--- src/rtl/reg_status_file.sv ---
// Architectural register file with rename status: per-register value, dirty bit and producing ROB tag.
// Lookups are combinational. State, busy_count and err_sticky update one cycle after the inputs.
// rdy_in=0 freezes all state; lookups keep resolving from the held state.
module reg_status_file #(
  parameter int XLEN    = 32,
  parameter int NREGS   = 32,
  parameter int RID_W   = 5,
  parameter int ROB_BIT = 4,
  parameter int NUM_RD  = 2
) (
  input  logic                      clk_in,
  input  logic                      rst_in,
  input  logic                      rdy_in,
  input  logic                      flush_in,
  input  logic                      commit_valid,
  input  logic [RID_W-1:0]          commit_reg_id,
  input  logic [XLEN-1:0]           commit_data,
  input  logic [ROB_BIT-1:0]        commit_rob_entry,
  input  logic                      issue_valid,
  input  logic [RID_W-1:0]          issue_reg_id,
  input  logic [ROB_BIT-1:0]        issue_rob_entry,
  input  logic [NUM_RD*RID_W-1:0]   rd_id,
  output logic [NUM_RD*XLEN-1:0]    rd_val,
  output logic [NUM_RD-1:0]         rd_has_dep,
  output logic [NUM_RD*ROB_BIT-1:0] rd_dep,
  output logic [NUM_RD*ROB_BIT-1:0] rob_q_entry,
  input  logic [NUM_RD-1:0]         rob_q_ready,
  input  logic [NUM_RD*XLEN-1:0]    rob_q_value,
  output logic [RID_W:0]            busy_count,
  output logic                      err_sticky
);

  logic [XLEN-1:0]    regs    [NREGS];
  logic [ROB_BIT-1:0] tag     [NREGS];
  logic [ROB_BIT-1:0] tag_nxt [NREGS];
  logic [NREGS-1:0]   dirty;
  logic [NREGS-1:0]   dirty_nxt;
  logic [RID_W:0]     busy_nxt;

  // Writes to x0 are discarded, so both paths qualify on a non-zero index.
  logic commit_hit;
  logic issue_hit;
  logic commit_clr;
  logic err_set;

  assign commit_hit = commit_valid && (commit_reg_id != '0);
  assign issue_hit  = issue_valid && (issue_reg_id != '0);
  // Only the youngest producer may release the rename; a same-cycle issue re-renames instead.
  assign commit_clr = commit_hit && (tag[commit_reg_id] == commit_rob_entry) &&
                      !(issue_valid && (issue_reg_id == commit_reg_id));
  assign err_set    = (commit_hit && !flush_in && !dirty[commit_reg_id]) ||
                      (issue_valid && (issue_reg_id == '0));

  for (genvar k = 0; k < NUM_RD; k++) begin : g_rd
    logic [RID_W-1:0] idx;
    assign idx = rd_id[k*RID_W +: RID_W];

    // Per-port operand resolution; the first matching source wins, newest information first.
    always_comb begin
      rd_val[k*XLEN +: XLEN]          = '0;
      rd_has_dep[k]                   = 1'b0;
      rd_dep[k*ROB_BIT +: ROB_BIT]    = '0;
      rob_q_entry[k*ROB_BIT +: ROB_BIT] = tag[idx];
      if (idx == '0) begin
        rd_val[k*XLEN +: XLEN] = '0;
      end else if (issue_valid && (issue_reg_id == idx)) begin
        rd_has_dep[k]                = 1'b1;
        rd_dep[k*ROB_BIT +: ROB_BIT] = issue_rob_entry;
      end else if (dirty[idx] && commit_valid && (commit_reg_id == idx) &&
                   (commit_rob_entry == tag[idx])) begin
        rd_val[k*XLEN +: XLEN] = commit_data;
      end else if (dirty[idx] && rob_q_ready[k]) begin
        rd_val[k*XLEN +: XLEN] = rob_q_value[k*XLEN +: XLEN];
      end else if (dirty[idx]) begin
        rd_has_dep[k]                = 1'b1;
        rd_dep[k*ROB_BIT +: ROB_BIT] = tag[idx];
      end else begin
        rd_val[k*XLEN +: XLEN] = regs[idx];
      end
    end
  end

  // Next rename state: commit release, then flush wipe or issue rename, plus its popcount.
  always_comb begin
    dirty_nxt = dirty;
    for (int i = 0; i < NREGS; i++) tag_nxt[i] = tag[i];
    if (commit_clr) begin
      dirty_nxt[commit_reg_id] = 1'b0;
      tag_nxt[commit_reg_id]   = '0;
    end
    if (flush_in) begin
      dirty_nxt = '0;
      for (int i = 0; i < NREGS; i++) tag_nxt[i] = '0;
    end else if (issue_hit) begin
      dirty_nxt[issue_reg_id] = 1'b1;
      tag_nxt[issue_reg_id]   = issue_rob_entry;
    end
    busy_nxt = '0;
    for (int i = 0; i < NREGS; i++) busy_nxt = busy_nxt + (RID_W+1)'(dirty_nxt[i]);
  end

  // Architectural values: committed data lands even during a flush.
  always_ff @(posedge clk_in or negedge rst_in) begin
    if (!rst_in) begin
      for (int i = 0; i < NREGS; i++) regs[i] <= '0;
    end else if (rdy_in && commit_hit) begin
      regs[commit_reg_id] <= commit_data;
    end
  end

  // Rename state, busy counter and sticky protocol error.
  always_ff @(posedge clk_in or negedge rst_in) begin
    if (!rst_in) begin
      dirty      <= '0;
      busy_count <= '0;
      err_sticky <= 1'b0;
      for (int i = 0; i < NREGS; i++) tag[i] <= '0;
    end else if (rdy_in) begin
      dirty      <= dirty_nxt;
      busy_count <= busy_nxt;
      if (err_set) err_sticky <= 1'b1;
      for (int i = 0; i < NREGS; i++) tag[i] <= tag_nxt[i];
    end
  end

endmodule

--- config.mk ---
export PLATFORM = sky130hd
export DESIGN_NAME = reg_status_file
export DESIGN_NICKNAME = d
export VERILOG_FILES = /design/src/rtl/reg_status_file.sv
export SDC_FILE = /design/constraint.sdc
export NUM_CORES = 2
export LEC_CHECK = 0
export CAP_MARGIN = 20
export CELL_PAD_IN_SITES_DETAIL_PLACEMENT = 0
export CELL_PAD_IN_SITES_GLOBAL_PLACEMENT = 1
export CORE_UTILIZATION = 45
export DETAILED_ROUTE_END_ITERATION = 10
export PLACE_DENSITY = 0.73
export SYNTH_ARGS = -nofsm -noshare
export SYNTH_HDL_FRONTEND = slang
export SYNTH_SLANG_ARGS = --single-unit
--- constraint.sdc ---
create_clock -name clk_in -period 6.66 [get_ports clk_in]
set_input_delay 1.332 -clock clk_in [delete_from_list [all_inputs] [get_ports clk_in]]
set_output_delay 1.332 -clock clk_in [all_outputs]
set_load 0.05 [all_outputs]
# After elaboration in Yosys (flattened, before gate mapping)
# Index checks and enable logic that the tools add are counted.
op_classes:
  eq_ne: 8
  n_reduce_logical: 33
  bitwise_logic: 9
  order_cmp: 12
  mux: 69
  addsub: 31
ops:
  columns: ["operator", "count"]
  rows:
  - ["$bwmux 1024", 1]
  - ["$mux 32", 18]
  - ["$mux 128", 3]
  - ["$bmux 32 s5", 2]
  - ["$demux 32 s5", 1]
  - ["$add 6x1->6", 26]
  - ["$and 128x128->128", 1]
  - ["$bwmux 128", 1]
  - ["$not 128->128", 1]
  - ["$mux 4", 18]
  - ["$bmux 4 s5", 3]
  - ["$demux 4 s5", 2]
  - ["$and 32x32->32", 1]
  - ["$not 32->32", 1]
  - ["$or 32x32->32", 1]
  - ["$eq 5x5->1", 5]
  - ["$ge 6x6->1 const B", 4]
  - ["$lt 5x6->1 const B", 4]
  - ["$not 5->6", 4]
  - ["$logic_and 1x1->1", 23]
  - ["$bmux 1 s5", 3]
  - ["$logic_not 5->1", 3]
  - ["$mux 1", 15]
  - ["$eq 4x4->1", 3]
  - ["other kinds (12)", 18]
totals:
  register_bits: 1191
  output_inout_bits: 89
  inputBits: 132
  word_cells: 229

# Longest topological paths before layout
logic_depth:
  ltp_word: 42
  mapped_depth: 30
  ltp_nobuf: 25

# Worst setup path after synthesis
# No wires, ideal clock.
synth_path:
  path_type: "input to register"
  from: "input port commit_reg_id[0]"
  to: "register busy_count[4]"
  path_stages: 29
  path_slack_ps: -1183
  setup_time_ps: 125
  n_path_buf: 4
  required_time_ps: 6535
  arrival_ps: 7719
  path_cell_list: "buf_2 > buf_4 > mux4_2 > a22oi_1 > nand4_1 > xnor2_1 > nand4_1 > buf_2 > buf_2 > o31ai_1 > a21oi_1 > fa_1 > inv_1 > fa_1 > inv_1 > fa_1 > fa_1 > fa_1 > inv_1 > fa_1 > inv_1 > ha_1 > inv_1 > fa_1 > inv_1 > a21o_1 > a21oi_1 > xnor2_1 > mux2_2"
synth_between:
  word_cells_on_any_way: 54
  cone_classes: "add/sub (31); order compare (2); eq/ne (2); mux (8); bitwise (4); reduce/logical (7)"
synth_rtl:
  columns: ["element", "line_no", "source"]
  rows:
  - ["start, declared", "16", "input logic [RID_W-1:0] commit_reg_id,"]
  - ["$not 5->6 (not written as such)", "49", "assign commit_clr = commit_hit && (tag[commit_reg_id] == commit_rob_entry) &&"]
  - ["$bmux 4 s5", "49", null]
  - ["$mux 4 (not written as such) (2 in a row)", "49", null]
  - ["$eq 4x4->1", "49", null]
  - ["$logic_and 1x1->1 (2 in a row)", "49", null]
  - ["$mux 32 (*)", "87", "if (commit_clr) begin"]
  - ["$or 32x32->32 (no line)", null, null]
  - ["$mux 32 (*)", "94", "end else if (issue_hit) begin"]
  - ["$mux 32 (*)", "91", "if (flush_in) begin"]
  - ["named net dirty_nxt[17]", "37", "logic [NREGS-1:0] dirty_nxt;"]
  - ["$add 6x1->6 (*) (15 in a row)", "99", "for (int i = 0; i < NREGS; i++) busy_nxt = busy_nxt + (RID_W+1)'(dirty_nxt[i]);"]
  - ["end signal, assigned", "120", "busy_count <= busy_nxt;"]
  - ["end, declared", "29", "output logic [RID_W:0] busy_count,"]
# Mark *: on every way through the listed nets, which the timed path passes. The rest lies on a longest branch. The select of a mux whose other input is x is not followed.
# A chain may end at the register's enable or synchronous reset.

# Worst setup path after layout
# Ends and elaborated chain as after synthesis.

==> results.py <==
metrics = {
    "yosys": {
        "yosysSeqAreaShare": 0.427,
        "synthAdderAreaFrac": 0.00814,
        "synth_compound_area_frac": 0.0753,
        "syn_nets": 5564,
        "synth_top_family_by_area": "multiplexers",
        "synth_edf_count": 0,
        "synthCells": 5401,
        "yosys.area.top_type": "dfrtp_1",
        "synth-xor-area-share": 0.00452,
        "synthTopCellsByArea": "dfrtp_1, mux2_2, mux4_2, mux2i_1, clkbuf_1",
        "muxShareOfSynthArea": 0.392,
        "yosys.area.top_type_share": 0.427,
        "ys_async_sr_fraction": 1.00,
        "ys.flop_type": "dfrtp_1",
        "avgSynthCellArea_um2": 12.9,
        "synth-simple-area-share": 0.0516,
        "syn_area_um2": 69800,
        "yosysUniqueCellTypes": 72,
        "ys_ff_latch": 1191,
        "yosys_warnings": 0,
    },
    "floorplan": {
        "io-pin-count": 221,
        "die_area_um2": 157000,
        "die_width_um": 396,
        "start_util": 0.453,
        "core_um2": 154000,
        "rows": 144,
        "die_h_um": 396,
    },
    "route": {
        "vias_per_cell": 6.68,
        "first_iter_violations": 5594,
        "final_antenna_net_count": 0,
        "drtPass1Iterations": 5,
        "via_count": 52400,
        "wl_met3_mm": 25.5,
        "wl_met2_mm": 116,
        "wl_mm": 262,
        "wl_per_cell_um": 33.4,
        "drc": 0,
        "top_layer": "met5",
        "wl_met1_mm": 105,
    },
    "global_routing": {
        "grt_max_degree": 166,
        "grt_pass1_wl_mm": 381,
        "overflow": 0,
        "grt_pass1_vias": 53100,
        "antenna_found_initial": 16,
        "grt_usage": 0.334,
    },
    "sta": {
        "setup_viol": 5,
        "post-route-period-util": 1.10,
        "worst_slew_pin_slew_ns": 1.22,
        "finalHoldViolCount": 0,
        "maxSlewViolCount": 0,
        "period_needed_ns": 7.31,
        "rsz0062_at_grt": "yes",
        "slew_headroom": 0.180,
        "fin_ws_ns": -0.646,
        "setup_tns_ns": -2.26,
        "finClkSkew_ns": 0.0202,
        "timing.fmax_ghz": 0.137,
    },
    "placement": {
        "gp_congestion": 0.956,
        "dp_hpwl_mm": 160,
        "pre_cts_ws_ns": -1.81,
        "placed_cell_area_um2": 77400,
        "io_buffers": 220,
    },
    "cts": {
        "cts.clk_slew.worst_paths_ns": 0.06,
        "numCtsBuffers": 140,
        "max-clock-path-buffers": 3,
        "insertion_delay_ns": 0.79,
        "cts_root_buffer": "clkbuf_16",
        "clock_sinks": 1191,
        "htreeDepth": 4,
        "cts_tree": "yes",
        "cts_hold_buf": 0,
    },
    "power": {
        "clkPwrFrac": 0.351,
        "switching_share": 0.299,
        "ir_drop_uv": 265,
        "leakagePower_uw": 0.0364,
        "pwr-share-comb": 0.244,
        "internal_power_uw": 15500,
        "switchingPower_uw": 6600,
        "p_per_area_nw_per_um2": 268,
        "seq_power_share": 0.405,
    },
    "final_layout": {
        "syn_to_final_growth_pct": 18.1,
        "design_area_um2": 82400,
        "drive_above_1_share": 0.440,
        "fillCellCount": 12900,
        "layout.nets": 5859,
    },
    "run_status": {
        "violations": "negative setup slack",
        "status": "finished, violations left",
    },
    "hold_path": {
        "hp-class": "reg2reg",
    },
    "worst_setup_path": {
        "worst_path_max_delay_cell": "mux4_2",
        "worst_setup_path_start_kind": "input pin",
        "crit_required_ns": 7.31,
        "crit_end": "busy_count[4]",
        "r2r_slack_ns": -0.18,
        "reg2regPathDepth": 27,
        "crit_fanout": 9,
        "crit_type": "in2reg",
        "critPathMaxStageDelay_ns": 0.58,
        "rr_startpoint": "tag[98]",
        "cp.arrival_ns": 7.96,
        "setup.worst_path.start": "commit_reg_id[0]",
        "r2r_end": "busy_count[4]",
        "cp-end-kind": "flip-flop",
    },
    "run": {
        "max-cap-violations": 0,
    },
}
cells in the final DEF, fill, tap and decap left out, drive strengths merged, types with 30 or more instances in the layout:
cell type,Yosys,final
clkbuf,378,205
o22ai,40,40
mux2,1069,1069
o2111ai,30,30
nor3,58,58
nand2,328,328
and3,34,34
nand3,106,106
inv,36,42
a21oi,193,193
mux4,530,530
dfrtp,1191,1191
clkdlybuf4s50,0,123
a221oi,66,66
o221ai,109,109
nor2,201,201
mux2i,340,340
buf,219,619
o21ai,174,174
flip-flops by register name, indices dropped and copies added, names as in the netlist:
| signal | cells |
|---|---|
| dirty | 32 |
| regs | 1024 |
| tag | 128 |
| err_sticky | 1 |
| busy_count | 6 |
synth_stat cells, types with 35 or more instances:
cell,count
o22ai_1,40
o221ai_1,109
a21oi_1,192
nor3_1,43
a221oi_1,65
buf_4,44
buf_2,133
mux4_2,530
mux2i_1,340
dfrtp_1,1191
nor2_1,201
nand3_1,106
nand2_1,328
clkbuf_1,377
inv_1,35
o21ai_0,167
mux2_2,1069
through the flow:
stage,hold slack (ns),cells,total power (uW),utilization
6_report,0.399,7842,22100,0.535
5_1_grt,0.413,7839,22900,0.535
4_1_cts,0.402,7834,22100,0.535
3_5_place_dp,0.389,7579,14300,0.502
3_3_place_gp,0.382,7576,14100,0.502
2_1_floorplan,0.445,5401,12100,-
critical path, delay by kind of cell:
| kind | cells | cell delay [ns] |
|---|---|---|
| mux | 2 | 0.85 |
| xor+xnor | 2 | 0.29 |
| fa+ha+maj | 8 | 3.48 |
| simple gates | 2 | 0.25 |
| compound gates | 5 | 0.68 |
| buf+inv | 11 | 1.05 |
repair_timing:
action	CTS	global route
gates cloned	4	0
gates resized for setup	50	6
endpoints found under the setup margin	6	6
buffers inserted	10	2
pin swaps	13	10
endpoints found under the hold margin	0	0
cell families after synthesis:
logic type / Yosys count
compound gates: 770
xor+xnor: 36
fa+ha+maj: 31
buf+inv: 633
flops: 1191
mux: 1939
simple gates: 801
layer usage:
| layer | global-route usage | up-vias |
|---|---|---|
| met3 | 0.0738 | 663 |
| met4 | 0.173 | 12 |
| li1 | - | 21200 |
| met5 | 0 | - |
| met2 | 0.495 | 2840 |
| met1 | 0.461 | 27600 |
power groups by stage:
stage	Sequential, uW	Combinational, uW	Clock [uW]
after global routing	9040	5700	8120
after detailed placement	9010	5250	0
after floorplan	8860	3260	0
after global placement	8940	5190	0
after CTS	8900	5340	7840
final	8930	5380	7750
layout make-up:
cell class                      count  area, um2  area share
Inverter                           36        141     0.00171
Sequential cell                  1191      29800       0.361
Multi-Input combinational cell   3577      37700       0.457
Clock inverter                     39        492     0.00596
Tap cell                         2044       2560      0.0310
Clock buffer                      202       4090      0.0496
Timing Repair Buffer              750       7660      0.0929
Antenna cell                        3       7.51   0.0000911
how the worst min path moves through the flow:
stage,from,end,slack [ns],cells past startpoint
2_1_floorplan,regs[1000],regs[1000],0.45,1
3_3_place_gp,regs[1005],regs[1005],0.38,0
3_5_place_dp,regs[1020],regs[1020],0.39,0
4_1_cts,regs[1000],regs[1000],0.40,0
5_1_grt,regs[1020],regs[1020],0.41,0
6_report,regs[1020],regs[1020],0.40,0
No activity file was read; power rests on OpenSTA's default activity.
